File: src/rtl/alu_mul_seq.sv
`default_nettype none
// ============================================================================
// Module   : alu_mul_seq
// Brief    : Shift-and-add 16x16 multiplier (low 16 bits) that borrows the
//            shared combinational ALU, one ADD + one SHIFT cycle per bit.
// Revision : 1.0 - initial release
// ============================================================================
module alu_mul_seq #(
    parameter int WIDTH = 16
) (
    input  logic             clk,
    input  logic             rst,
    input  logic             start_i,
    input  logic [WIDTH-1:0] mcand_i,
    input  logic [WIDTH-1:0] mplier_i,
    output logic             busy_o,
    output logic             done_o,
    output logic [WIDTH-1:0] product_o,
    output logic             zero_o,
    output logic             alu_sel_o,
    output logic [3:0]       alu_cs_o,
    output logic [WIDTH-1:0] alu_src0_o,
    output logic [WIDTH-1:0] alu_src1_o,
    output logic [3:0]       alu_shamt_o,
    output logic             alu_cmplmt_o,
    input  logic [WIDTH-1:0] alu_dst_i
);

    // Plain wrapping add; the 0000/0001 add codes saturate and would corrupt acc.
    localparam logic [3:0] c_ALU_ADD = 4'b1000;
    localparam logic [3:0] c_ALU_SLL = 4'b0101;

    typedef enum logic [1:0] {
        S_IDLE  = 2'd0,
        S_ADD   = 2'd1,
        S_SHIFT = 2'd2,
        S_DONE  = 2'd3
    } state_t;

    state_t           state_q, state_d;
    logic [WIDTH-1:0] acc_q, acc_d;
    logic [WIDTH-1:0] mc_q, mc_d;
    logic [WIDTH-1:0] mp_q, mp_d;
    logic [WIDTH-1:0] product_q, product_d;
    logic             zero_q, zero_d;

    always_ff @(posedge clk or posedge rst) begin
        if (rst) begin
            state_q   <= S_IDLE;
            acc_q     <= '0;
            mc_q      <= '0;
            mp_q      <= '0;
            product_q <= '0;
            zero_q    <= 1'b1;
        end else begin
            state_q   <= state_d;
            acc_q     <= acc_d;
            mc_q      <= mc_d;
            mp_q      <= mp_d;
            product_q <= product_d;
            zero_q    <= zero_d;
        end
    end

    always_comb begin
        state_d      = state_q;
        acc_d        = acc_q;
        mc_d         = mc_q;
        mp_d         = mp_q;
        product_d    = product_q;
        zero_d       = zero_q;
        alu_sel_o    = 1'b0;
        alu_cs_o     = 4'b0000;
        alu_src0_o   = '0;
        alu_src1_o   = '0;
        alu_shamt_o  = 4'd0;
        alu_cmplmt_o = 1'b0;

        unique case (state_q)
            S_IDLE: begin
                if (start_i) begin
                    acc_d = '0;
                    mc_d  = mcand_i;
                    mp_d  = mplier_i;
                    if (mplier_i != '0) begin
                        state_d = S_ADD;
                    end else begin
                        // Result register is loaded on the edge entering DONE.
                        state_d   = S_DONE;
                        product_d = '0;
                        zero_d    = 1'b1;
                    end
                end
            end
            S_ADD: begin
                alu_sel_o  = 1'b1;
                alu_cs_o   = c_ALU_ADD;
                alu_src0_o = acc_q;
                alu_src1_o = mp_q[0] ? mc_q : '0;
                acc_d      = alu_dst_i;
                state_d    = S_SHIFT;
            end
            S_SHIFT: begin
                alu_sel_o   = 1'b1;
                alu_cs_o    = c_ALU_SLL;
                alu_src0_o  = mc_q;
                alu_shamt_o = 4'd1;
                mc_d        = alu_dst_i;
                mp_d        = mp_q >> 1;
                if ((mp_q >> 1) == '0) begin
                    state_d   = S_DONE;
                    product_d = acc_q;
                    zero_d    = (acc_q == '0);
                end else begin
                    state_d = S_ADD;
                end
            end
            S_DONE: begin
                state_d = S_IDLE;
            end
            default: begin
                state_d = S_IDLE;
            end
        endcase
    end

    assign busy_o    = (state_q != S_IDLE);
    assign done_o    = (state_q == S_DONE);
    assign product_o = product_q;
    assign zero_o    = zero_q;

endmodule
`default_nettype wire
File: config.mk
export PLATFORM = sky130hd
export DESIGN_NAME = alu_mul_seq
export DESIGN_NICKNAME = d
export VERILOG_FILES = /design/src/rtl/alu_mul_seq.sv
export SDC_FILE = /design/constraint.sdc
export NUM_CORES = 1
export LEC_CHECK = 0
export ABC_CLOCK_PERIOD_IN_PS = 2270
export BUFFER_PORTS_ARGS = -buffer_cell sky130_fd_sc_hd__buf_4
export CORE_MARGIN = 4
export CORE_UTILIZATION = 40
export DETAILED_ROUTE_END_ITERATION = 8
export HOLD_SLACK_MARGIN = 0.12
export PLACE_DENSITY = 0.68
export SYNTH_ARGS = -nofsm -noshare
export SYNTH_HDL_FRONTEND = slang
export SYNTH_SLANG_ARGS = --single-unit
File: constraint.sdc
create_clock -name clk -period 2.27 [get_ports clk]
set_input_delay 0.454 -clock clk [delete_from_list [all_inputs] [get_ports clk]]
set_output_delay 0.454 -clock clk [all_outputs]
set_load 0.01 [all_outputs]
# [Word level (Yosys, flattened, before mapping)]
# Cells that the tools add are included.
[op_classes] eq_ne=6 mux=24 reduce_logical=11
[ops] op="$pmux W16 S2" count=5
[ops] op="$mux W16" count=8
[ops] op="$logic_not A16 Y1" count=2
[ops] op="$reduce_bool A16 Y1" count=1
[ops] op="$pmux W2 S4" count=1
[ops] op="$pmux W4 S2" count=1
[ops] op="$mux W2" count=3
[ops] op="$ne A2 B2 Y1 const B" count=3
[ops] op="$reduce_bool A2 Y1" count=3
[ops] op="$mux W1" count=5
[ops] op="$eq A2 B2 Y1 const B" count=2
[ops] op="$reduce_and A2 Y1" count=2
[ops] op="$reduce_and A4 Y1" count=1
[ops] op="$eq A2 B1 Y1 const B" count=1
[ops] op="$logic_not A2 Y1" count=1
[ops] op="$pmux W1 S2" count=1
[ops] op="$reduce_or A2 Y1" count=1
[word_totals] input_bits=51 elab_cells=47 output_inout_bits=61 regBits=67

# [Longest topological paths before layout]
[logic_depth] ltp_word=4 mapped_depth=9

# [Worst setup path before layout]
# No wires, ideal clock.
[synth_path] kind="reg2reg" from="reg state_q[0]" to="reg product_q[0], in the netlist product_o[0]" slack_ns=0.249 period_less_slack_ns=2.021 stages_incl_launch_ff=10 arrival_time_ns=1.901 path_cell_list="dfrtp_1 inv_1 ha_1 buf_2 nor2b_1 a41oi_2 a211o_1 buf_6 buf_8 a22o_1"
[synth_between] elab_chain_cells=3 elab_cells_between_ends=8
[synth_lines] item="start: declaration" line="40" text="state_t state_q, state_d;"
[synth_lines] item="start signal: assignment" line="56" text="state_q <= state_d;"
[synth_lines] item="$eq A2 B2 Y1 or $logic_not A2 Y1 (tied branches)" line="79" text="unique case (state_q)"
[synth_lines] item="$ne A2 B2 Y1 (no source line) or $reduce_bool A2 Y1 (tied branches)"
[synth_lines] item="$reduce_and A4 Y1 (no source line)"
[synth_lines] item="end signal: assignment" line="60" text="product_q <= product_d;"
[synth_lines] item="end: declaration" line="44" text="logic [WIDTH-1:0] product_q, product_d;"
# Parallel ways exist; a longest one is shown, timed or not.
# A chain may end at the register's enable or synchronous reset.

# [Final worst setup path]
[layout_path] from="reg state_q[1]" to="out alu_src0_o[11]"
[layout_between] elab_chain_cells=2 elab_cells_between_ends=3
[layout_lines] item="$eq A2 B2 Y1 or $eq A2 B1 Y1 (tied branches)" line="79"
[layout_lines] item="$pmux W16 S2 *" line="79"
[layout_lines] item="end: declaration" line="22" text="output logic [WIDTH-1:0] alu_src0_o,"
# Every way passes the cells marked *; elsewhere a longest branch is shown, timed or not.

==> reports/results.txt <==
Status: finished, final reports clean
Min Tclk post-route: 2.15 ns
Critical path class: reg -> out
Rel. slew slack: 54.8%
TritonCTS buffer count: 9
Seq/Total Area, Yosys: 48.5%
RSZ-0062 raised after global routing: no
First-pass GRT wire length: 15100 um
Number of global-route vias before repair: 2900
Clock slew at reported path FFs: 0.08 ns
Layout Cells excl Fill: 529
Die X: 101 um
Leak pwr: 2.23 nW
Ports: 112
Clk sinks: 67
Die Y: 101 um
Synth warnings: 0
Family with the most delay on the worst path: flip-flops
Final wirelength: 9690 um
P&R area growth vs syn: 33.6%
Top-count cell post-synth: dfrtp_1
Crit path arrival time: 1.69 ns
Initial antenna violation count: 0
Pwr/cell area: 1340 nW/um^2
Placer's final routability congestion estimate: 0.797
Latest clock arrival within the worst-skew pair: 0.36 ns
Ys flop type: dfrtp_1
Total GRT Usage: 19.4%
Crit path from: state_q[1]
DR pass1 iterations: 4
Cells after DPL: 511
Largest net degree at the start of global routing: 68
Setup TNS: 0 ns
Clock Tree Buf Depth: 2
Drt via density: 5.36
Cell count after synthesis: 319
Final hold violation count: 0
Hold-fix buffers at CTS: 0
Final setup vio count: 0
Detailed placement HPWL: 6670 um
Worst R2R Start: state_q[0]
Filler instances: 740
IO Port Bufs: 106
Post-route ant nets: 0
GRT Residual Overflow: 0
Final nets: 475
Synth top area share: 47.7%
Crit-path slowest cell: dfrtp_2
Clk root buf: clkbuf_8
Via count: 2834
Critical Path, Cell by Cell: inv_2 -> ha_2 -> buf_4 -> a22oi_1 -> nor2b_1 -> buf_4
CP max FO: 10
Peak VDD IR: 0.000779 V
EDFF count, synth: 0
Post-synth top cells: dfrtp_1 (66), o21ai_0 (34), nand2_1 (32), mux2i_1 (31), a22o_1 (25)
Fmax: 465 MHz
Critical Path Source Type: flop
Remaining DRCs: 0
Slew Limit Fails: 0
Share of async-settable or async-resettable flops after synthesis: 100%
CTS tree: done
Worst-margin pin slew: 0.678 ns
Initial drt markers: 144
Hold Path Class: in -> async
Die Footprint: 10200 um^2
Max Cap Viol: 0
Area leader, netlist: dfrtp_1
Synth Cell Area: 3460 um^2
Core Area: 8300 um^2
DR WL/cell: 18.3 um
Htree depth: 3
Synth area leaders: dfrtp_1 (48%), mux2i_1 (9.0%), a22o_1 (6.3%)
Synth Area per Inst: 10.8 um^2
Crit end category: output pin
Initial Utilization: 41.7%
Critical Path Most Common Cell: buf_4
Std cell rows: 33
Fraction of layout instances using a drive strength above 1: 37.7%
Worst path required time: 1.82 ns
Final Cycle Share: 94.6%
N_diodes: 0
Post-CTS Setup Inserts: 0
FF+latch count, synth: 67
Critical Path Max Stage Delay: 0.45 ns
Worst Skew: 0.0152 ns
Synth cell types: 35
Worst Path Buf+Inv: 3
## final cells by class
type	instances	area, um^2	area share [%]
flip-flops and latches	67	1680	36.3
multi-input cells	216	1630	35.1
repair buffers	117	953	20.6
well taps	105	131	2.84
clock buffers	9	124	2.68
clock inverters	7	81.3	1.76
inverters	8	30.0	0.649
## layer usage
| metal | vias to the layer above | share of wire, % | track usage (%) | wire, um |
|---|---|---|---|---|
| met1 | 1381 | 45 | 26.6 | 4390 |
| met3 | 8 | 5.6 | 4.15 | 545 |
| li1 | 1360 | - | - | - |
| met2 | 85 | 48 | 30.5 | 4630 |
| met5 | - | 0 | 0 | 0 |
| met4 | 0 | 1.3 | 6.65 | 128 |
## placed cells by master, fill, tap and decap left out, types with 2 or more instances in the layout
master,n
a22o_1,25
a22o_2,7
a22oi_1,16
and3_1,17
buf_12,2
buf_4,112
clkbuf_8,9
conb_1,5
dfrtp_1,65
ha_1,2
ha_4,2
inv_1,5
inv_2,3
inv_6,4
mux2i_1,31
nand2_1,32
nor2_1,2
nor2b_1,17
nor4_1,4
nor4_2,3
nor4_4,5
o21ai_0,34
## registers in the layout, indices dropped and copies added (netlist names)
| signal | count |
|---|---|
| acc_q | 16 |
| mc_q | 16 |
| mp_q | 16 |
| product_o | 16 |
| state_q | 2 |
| zero_o | 1 |
## tightest hold or removal path: stages
cell,delay [ns]
buf_4,0.11
inv_2,0.06
buf_12,0.29
## where the power goes
group	internal (mW)	total, mW	switching (mW)
clock	0.524	1.05	0.524
combinational	1.45	3.01	1.56
sequential	1.67	2.12	0.449
## worst paths after layout
| check | to | cells after the start | slack (ns) |
|---|---|---|---|
| hold / removal | mp_q[11] | 3 | 0.15 |
| hold reg to reg | mc_q[13] | 2 | 0.50 |
| min in group clk | acc_q[8] | 2 | 0.32 |
| setup reg to reg | product_o[10] | 6 | 0.16 |
| setup / recovery | alu_src0_o[11] | 6 | 0.12 |
| max in group asynchronous | zero_o | 3 | 1.77 |
## kinds of logic (layout without fill, tap and decap cells)
group                    count (synthesis)  count (layout)  share of synthesized area, %
adder cells (fa/ha/maj)                  5               5                          1.81
multiplexers                            31              31                          8.97
other                                    1               5                         0.108
AND/OR/NAND/NOR                         84              84                          15.6
flip-flops                              67              67                          48.5
AO/OA/AOI/OAI                           91              91                          19.1
buffers and inverters                   40             141                          6.00
## metrics by stage
stage / power [mW] / util [%] / worst slack, ns / area, um^2 / hold WS [ns]
after floorplan: 3.88 / - / 0.134 / 3480 / 0.465
after global placement: 4.86 / 52.1 / 0.206 / 4330 / 0.484
after detailed placement: 4.94 / 52.1 / 0.168 / 4330 / 0.490
after CTS: 6.09 / 55.0 / 0.0350 / 4570 / 0.180
after global routing: 6.63 / 55.7 / 0.0157 / 4620 / 0.188
final: 6.18 / 55.7 / 0.122 / 4620 / 0.154
## repair_timing
| item | CTS | global route |
|---|---|---|
| gates resized for setup | 1 | 8 |
| endpoints found under the setup margin | 16 | 15 |
| cloned | 1 | 1 |
Power figures use the tool's default switching activity.
